File: src/rtl/cnn_pkg.sv
// Shared types and constants for the CNN result transmitter: FSM states and ASCII codes.
package cnn_pkg;

  typedef enum logic [2:0] {
    S_IDLE,
    S_ACC,
    S_SEND_D,
    S_WAIT_D,
    S_SEND_NL,
    S_WAIT_NL,
    S_DONE
  } res_state_t;

  localparam logic [7:0] ASCII_0  = 8'h30;
  localparam logic [7:0] ASCII_A  = 8'h41;
  localparam logic [7:0] ASCII_LF = 8'h0A;

  // Class 0..9 maps to '0'..'9', 10..15 maps to 'A'..'F'.
  function automatic logic [7:0] class_to_ascii(input logic [3:0] c);
    if (c <= 4'd9) return ASCII_0 + {4'd0, c};
    else           return ASCII_A + {4'd0, c} - 8'd10;
  endfunction

endpackage

File: src/rtl/cnn_argmax.sv
// Running max/index tracker over one frame of signed scores; ties keep the lower index.
module cnn_argmax
  import cnn_pkg::*;
#(
  parameter int NUM_CLASSES = 10,
  parameter int SCORE_W     = 16,
  localparam int CNT_W      = $clog2(NUM_CLASSES) + 1
) (
  input  logic                      clk,
  input  logic                      rst,
  input  logic                      clr,
  input  logic                      vld,
  input  logic signed [SCORE_W-1:0] score,
  output logic signed [SCORE_W-1:0] max,
  output logic [3:0]                arg,
  output logic                      last
);

  logic [CNT_W-1:0]          cnt_q, cnt_d;
  logic signed [SCORE_W-1:0] max_q, max_d;
  logic [3:0]                arg_q, arg_d;

  assign last = vld && (cnt_q == CNT_W'(NUM_CLASSES - 1));
  assign max  = max_q;
  assign arg  = arg_q;

  always_comb begin
    cnt_d = cnt_q;
    max_d = max_q;
    arg_d = arg_q;
    if (clr) begin
      cnt_d = '0;
    end else if (vld) begin
      // The first score of a frame seeds the running max unconditionally.
      if (cnt_q == '0) begin
        max_d = score;
        arg_d = 4'd0;
      end else if (score > max_q) begin
        max_d = score;
        arg_d = 4'(cnt_q);
      end
      cnt_d = cnt_q + 1'b1;
    end
  end

  always_ff @(posedge clk or posedge rst) begin
    if (rst) begin
      cnt_q <= '0;
      max_q <= '0;
      arg_q <= '0;
    end else begin
      cnt_q <= cnt_d;
      max_q <= max_d;
      arg_q <= arg_d;
    end
  end

endmodule

File: src/rtl/cnn_result_tx.sv
// Collects one frame of class scores, picks the argmax, shows it on LEDs and sends it as ASCII.
module cnn_result_tx
  import cnn_pkg::*;
#(
  parameter int NUM_CLASSES = 10,
  parameter int SCORE_W     = 16,
  parameter bit SEND_NL     = 1'b1
) (
  input  logic                      clk,
  input  logic                      rst,
  input  logic                      score_vld,
  input  logic signed [SCORE_W-1:0] score,
  input  logic                      tx_done,
  output logic                      trmt,
  output logic [7:0]                tx_data,
  output logic                      bsy,
  output logic                      frame_done,
  output logic                      overrun,
  output logic [7:0]                LED
);

  res_state_t                state_q, state_d;
  logic [7:0]                led_q, led_d;
  logic                      overrun_q, overrun_d;
  logic                      acc_vld, last, clr;
  logic signed [SCORE_W-1:0] max_val;
  logic [3:0]                arg;
  logic [7:0]                digit;

  assign acc_vld = score_vld && (state_q == S_IDLE || state_q == S_ACC);
  assign clr     = (state_q == S_DONE);
  assign digit   = class_to_ascii(arg);
  assign LED     = led_q;
  assign overrun = overrun_q;

  cnn_argmax #(
    .NUM_CLASSES(NUM_CLASSES),
    .SCORE_W    (SCORE_W)
  ) u_argmax (
    .clk  (clk),
    .rst  (rst),
    .clr  (clr),
    .vld  (acc_vld),
    .score(score),
    .max  (max_val),
    .arg  (arg),
    .last (last)
  );

  always_comb begin
    state_d    = state_q;
    led_d      = led_q;
    overrun_d  = overrun_q;
    trmt       = 1'b0;
    tx_data    = 8'h00;
    bsy        = 1'b0;
    frame_done = 1'b0;
    // Scores arriving while a result is being reported are dropped and flagged.
    if (score_vld && !(state_q == S_IDLE || state_q == S_ACC)) overrun_d = 1'b1;
    case (state_q)
      S_IDLE: begin
        if (acc_vld) state_d = S_ACC;
      end
      S_ACC: begin
        bsy = 1'b1;
        if (last) state_d = S_SEND_D;
      end
      S_SEND_D: begin
        bsy     = 1'b1;
        trmt    = 1'b1;
        tx_data = digit;
        led_d   = {1'b1, 3'b000, arg};
        state_d = S_WAIT_D;
      end
      S_WAIT_D: begin
        bsy     = 1'b1;
        tx_data = digit;
        if (tx_done) state_d = SEND_NL ? S_SEND_NL : S_DONE;
      end
      S_SEND_NL: begin
        bsy     = 1'b1;
        trmt    = 1'b1;
        tx_data = ASCII_LF;
        state_d = S_WAIT_NL;
      end
      S_WAIT_NL: begin
        bsy     = 1'b1;
        tx_data = ASCII_LF;
        if (tx_done) state_d = S_DONE;
      end
      S_DONE: begin
        frame_done = 1'b1;
        state_d    = S_IDLE;
      end
      default: state_d = S_IDLE;
    endcase
  end

  always_ff @(posedge clk or posedge rst) begin
    if (rst) begin
      state_q   <= S_IDLE;
      led_q     <= 8'h00;
      overrun_q <= 1'b0;
    end else begin
      state_q   <= state_d;
      led_q     <= led_d;
      overrun_q <= overrun_d;
    end
  end

endmodule
File: config.mk
export PLATFORM = sky130hd
export DESIGN_NAME = cnn_result_tx
export DESIGN_NICKNAME = d
export VERILOG_FILES = /design/src/rtl/cnn_pkg.sv /design/src/rtl/cnn_argmax.sv /design/src/rtl/cnn_result_tx.sv
export SDC_FILE = /design/constraint.sdc
export NUM_CORES = 1
export LEC_CHECK = 0
export ABC_AREA = 1
export CAP_MARGIN = 20
export CORE_MARGIN = 3
export CORE_UTILIZATION = 50
export CTS_CLUSTER_DIAMETER = 40
export DETAILED_ROUTE_END_ITERATION = 10
export PLACE_DENSITY = 0.79
export SYNTH_ARGS = -nofsm -noshare
export SYNTH_HDL_FRONTEND = slang
export SYNTH_SLANG_ARGS = --single-unit
export TNS_END_PERCENT = 20
File: constraint.sdc
create_clock -name clk -period 2.12 [get_ports clk]
set_clock_uncertainty 0.2 [all_clocks]
set_input_delay 0.318 -clock clk [delete_from_list [all_inputs] [get_ports clk]]
set_output_delay 0.318 -clock clk [all_outputs]
set_load 0.02 [all_outputs]
* After elaboration in Yosys (flattened, before gate mapping)
Cells that the tools add are included.
** Storage, ports and cells
- Output and inout bits :: 20
- Bits of input ports :: 20
- Register bits :: 34
** Cells by class
- Multiplexer cells :: 16
- Eq/ne operators :: 11
- Order comparisons :: 2
- Bitwise logic cells :: 1
- Reduce and logical (&&, ||, !) cells :: 15
- Add/subtract/negate cells :: 4
** Operators by type and width (count)
- $mux W16 :: 2
- $pmux W3 S6 :: 1
- $gt A16 B16 Y1 :: 1
- $pmux W8 S2 :: 1
- $mux W3 :: 4
- $mux W5 :: 2
- $eq A3 B3 Y1 const B :: 3
- $add A7 B4 Y8 const A :: 1
- $mux W4 :: 2
- $mux W8 :: 1
- $sub A8 B4 Y8 const B :: 1
- $add A6 B4 Y7 const A :: 1
- $eq A3 B2 Y1 const B :: 2
- $ne A2 B2 Y1 const B :: 3
- $reduce_or A2 Y1 :: 3
- $add A5 B1 Y5 const B :: 1
- $eq A5 B4 Y1 const B :: 1
- $logic_not A5 Y1 :: 1
- $reduce_or A5 Y1 :: 1
- $le A4 B4 Y1 const B :: 1
- $reduce_and A4 Y1 :: 1
- $reduce_bool A2 Y1 :: 2
- $eq A3 B1 Y1 const B :: 1
- $logic_and A1 B1 Y1 :: 3
- 7 further kinds :: 9

* Longest topological paths before layout
- Depth after elaboration :: 6
- Depth in mapped cells :: 17
- Mapped depth without buffers :: 16

* By module
From an unflattened synthesis, not the netlist that was laid out.
** Second synthesis, totals
- Cells, all modules :: 304
- Area, all modules :: 2597.5 µm²
** By module, submodules not included
- cnn_argmax :: instances 1, area an instance 1878.1 µm², cells an instance 205
- cnn_result_tx :: instances 1, area an instance 719.4 µm², cells an instance 99

* Worst setup path before layout
Ideal clock, no wire load.
- Path type :: register -> output
- Start :: register u_argmax.arg_q[0], in the netlist u_argmax.arg[0]
- End :: output tx_data[1]
- Buffers on the path :: 0
- Data required time :: 1.602 ns
- Setup slack :: -0.241 ns
- Arrival time :: 1.843 ns
- Cell stages (with the launch flop) :: 8
- Cell sequence :: dfrtp_1 -> inv_1 -> ha_1 -> o21ai_0 -> inv_1 -> nor2_1 -> inv_1 -> o311ai_0
** Between the ends
- Longest elaborated chain between the ends :: 4
- Elaborated cells on any way between the ends :: 6
- Those cells by class :: add/sub: 3; order compare: 1; mux: 2
** Ends and longest elaborated chain
- start: declaration :: RTL line cnn_argmax.sv:21 : logic [3:0] arg_q, arg_d;
- start signal: assignment :: RTL line cnn_argmax.sv:54 : arg_q <= arg_d;
- $add A7 B4 Y8 :: RTL line cnn_pkg.sv:21 : else return ASCII_A + {4'd0, c} - 8'd10;
- $sub A8 B4 Y8 :: RTL line cnn_pkg.sv:21
- $mux W8 (*) :: RTL line cnn_pkg.sv:20 : if (c <= 4'd9) return ASCII_0 + {4'd0, c};
- $pmux W8 S2 (*) :: RTL line cnn_result_tx.sv:60 : case (state_q)
- end: declaration :: RTL line cnn_result_tx.sv:15 : output logic [7:0] tx_data,
Mark *: on every way between the ends. The rest lies on a longest branch, timed or not.

* Final worst setup path
- Start :: register u_argmax.arg_q[0], in the netlist u_argmax.arg[0]
- End :: output tx_data[0]
Same word-level chain as after synthesis.

==> run summary <==
setup TNS: -1.28 ns
layout overhead on the synthesized area: 42.2%
gr busiest metal: met2
gpl congestion: 0.880
gr ovfl total: 0
Post-synth ARST share: 1.00
final non-filler cell area: 3080 um2
slack of the critical path: -0.127 ns
Sink Count: 34
Final Hold Vio Count: 0
commonest non-fill, non-tap cell in the layout: nand2_1
cell mode on critical path: inv_2
drt first pass iters: 4
CP Launch Type: flop
hold_buf cts: 0
max-capacitance violation count: 0
DIE AREA: 5160 um2
Final Cycle Share: 1.06
clock period minus worst slack: 2.25 ns
most frequent cells in the layout: 63 x nand2_1, 43 x inv_1, 34 x dfrtp_1
clk_lat worst skew: 0.29 ns
core area: 4090 um2
Cell Area, Placed: 2710 um2
FF+latch count, synth: 34
global-route wire length before repair: 8.05 mm
vias in the first global route: 1878
clk slew on worst S/H paths: 0.07 ns
Die Ht: 71.9 um
Post-synth EDFFs: 0
Slew Limit Fails: 0
initial cell density of the core: 0.531
initial antenna violation count: 0
Worst Path Required: 1.60 ns
DRC: 0
Root Buffer: clkbuf_8
I/O pin total: 40
met1 Usage GRT: 0.241
Cell variety after synth: 27
Max Buffers Root-to-Sink: 2
final net count: 391
met2 global-route usage: 0.336
via count: 2014
Synth top area share: 0.392
Buffers on Ports: 35
smallest hold slack: 0.108 ns
post-DP HPWL: 3.30 mm
crit path capture type: primary output
worst IR drop on VDD: 0.755 mV
critical path peak fanout: 4
final wirelength: 5.11 mm
Setup CP Type: flop to primary output
Post-Synthesis Cell Area: 2170 um2
failing checks: negative setup slack
unrepaired setup endpoints after global routing: yes
Syn Area/Cell: 7.69 um2
Tot GR Track Use: 0.196
met3 usage: 0.0449
CP Cell Sequence: inv_2 -> ha_4 -> o21ai_2 -> inv_2 -> nor2_4 -> inv_2 -> nor2_4 -> nor2_1 -> nor2_1 -> buf_4
Synth area leader: dfrtp_1
type of the tightest min-delay check: primary input to flop
CP max stage cell: dfrtp_1
Static Leak: 1.66 nW
Final Util: 0.755
final setup vio count: 25
FP Rows: 23
diode count: 0
Highest Clock Rate: 0.445 GHz
vias per cell: 5.02
Tot Pwr: 0.00433 W
WL per Instance: 12.7 um
Critical Path AT: 1.73 ns
Cells after Synth: 282
TritonCTS clock tree: yes
# H-tree levels: 2
Initial DRC Count: 133
top post-synthesis cells by area: dfrtp_1 39%, ha_1 12%, nand2_1 11%
status: finished with violations
CTS Buf Count: 5
Seq/Total Area, Yosys: 0.392
Die X-Extent: 71.9 um
ys flop type: dfrtp_1
largest net degree at the start of global routing: 35
antenna-violating nets left: 0
PwrDens: 1400 nW/um2
CP peak stage delay: 0.42 ns
share of layout cells above drive strength 1: 0.271
Yosys warnings: 0
-- where the power goes --
| group | total, W | leakage (nW) | internal, W | switching (W) |
|---|---|---|---|---|
| clock network | 0.000491 | 0.0482 | 0.000262 | 0.000230 |
| registers | 0.00113 | 0.421 | 0.000931 | 0.000201 |
| logic | 0.00270 | 1.19 | 0.00116 | 0.00154 |
| total | 0.00433 | 1.66 | 0.00235 | 0.00197 |
-- timing repair --
action                                  in CTS  in global routing
resized for setup                           51                 44
pin swaps                                    5                 27
endpoints found under the setup margin      30                 29
cloned                                       0                  2
buffers inserted                             1                  5
-- final timing paths --
| check | slack (ns) | startpoint | endpoint | cells past startpoint |
|---|---|---|---|---|
| setup / recovery | -0.13 | u_argmax.arg[0] | tx_data[0] | 10 |
| hold / removal | 0.11 | score[6] | u_argmax.max[6] | 3 |
| setup reg to reg | -0.05 | u_argmax.max[6] | u_argmax.max[0] | 15 |
| hold reg to reg | 0.27 | LED[7] | LED[7] | 1 |
| max in group asynchronous | 1.17 | rst | u_argmax.max[4] | 3 |
| min in group asynchronous | 0.24 | rst | u_argmax.max[12] | 3 |
-- cell families after synthesis --
group                    after synthesis  share of synthesized area
flip-flops                            34                      0.392
other                                  1                    0.00173
AND/OR/NAND/NOR                      137                      0.288
adder cells (fa/ha/maj)               21                      0.121
buffers and inverters                 61                      0.126
AO/OA/AOI/OAI                         28                     0.0704
-- area by class of cell --
cell class	count	area, um2
clock buffers	7	86.3
clock inverters	1	5.00
fillers	270	1000
inverters	51	191
multi-input cells	192	1280
flip-flops and latches	34	851
well taps	50	62.6
repair buffers	66	606
-- state kept, by name (all words and copies together) (netlist names) --
register        cells
u_argmax.max       16
LED                 5
u_argmax.cnt_q      5
u_argmax.arg        4
state_q             3
overrun             1
-- critical path: cells and delay by family, from the launching register on --
family                   cells  cell delay (ns)
AO/OA/AOI/OAI                1             0.12
flip-flops                   1             0.42
adder cells (fa/ha/maj)      1             0.17
buffers and inverters        4             0.35
AND/OR/NAND/NOR              4             0.37
-- synthesized netlist by cell type, types with 2 or more instances --
master	n
buf_4	4
a21oi_1	7
buf_6	4
or2_2	2
nand2_1	66
inv_1	51
nand3_1	27
ha_1	21
o21ai_0	16
nand2_2	6
nor3_1	6
dfrtp_1	34
clkbuf_1	2
nor3_2	2
nor2_1	20
nand4_1	2
nand2_4	2
-- stage by stage --
step	instances	worst slack (ns)
after CTS	394	-0.120
after global placement	385	-0.330
final	401	-0.127
after floorplan	285	-0.0952
after global routing	401	-0.245
after detailed placement	385	-0.388
-- routing by layer --
layer,share of wire,vias up
li1,-,1015
met2,0.51,37
met1,0.44,952
met5,0,-
met3,0.037,10
met4,0.017,0
No activity file was read; power rests on OpenSTA's default activity.
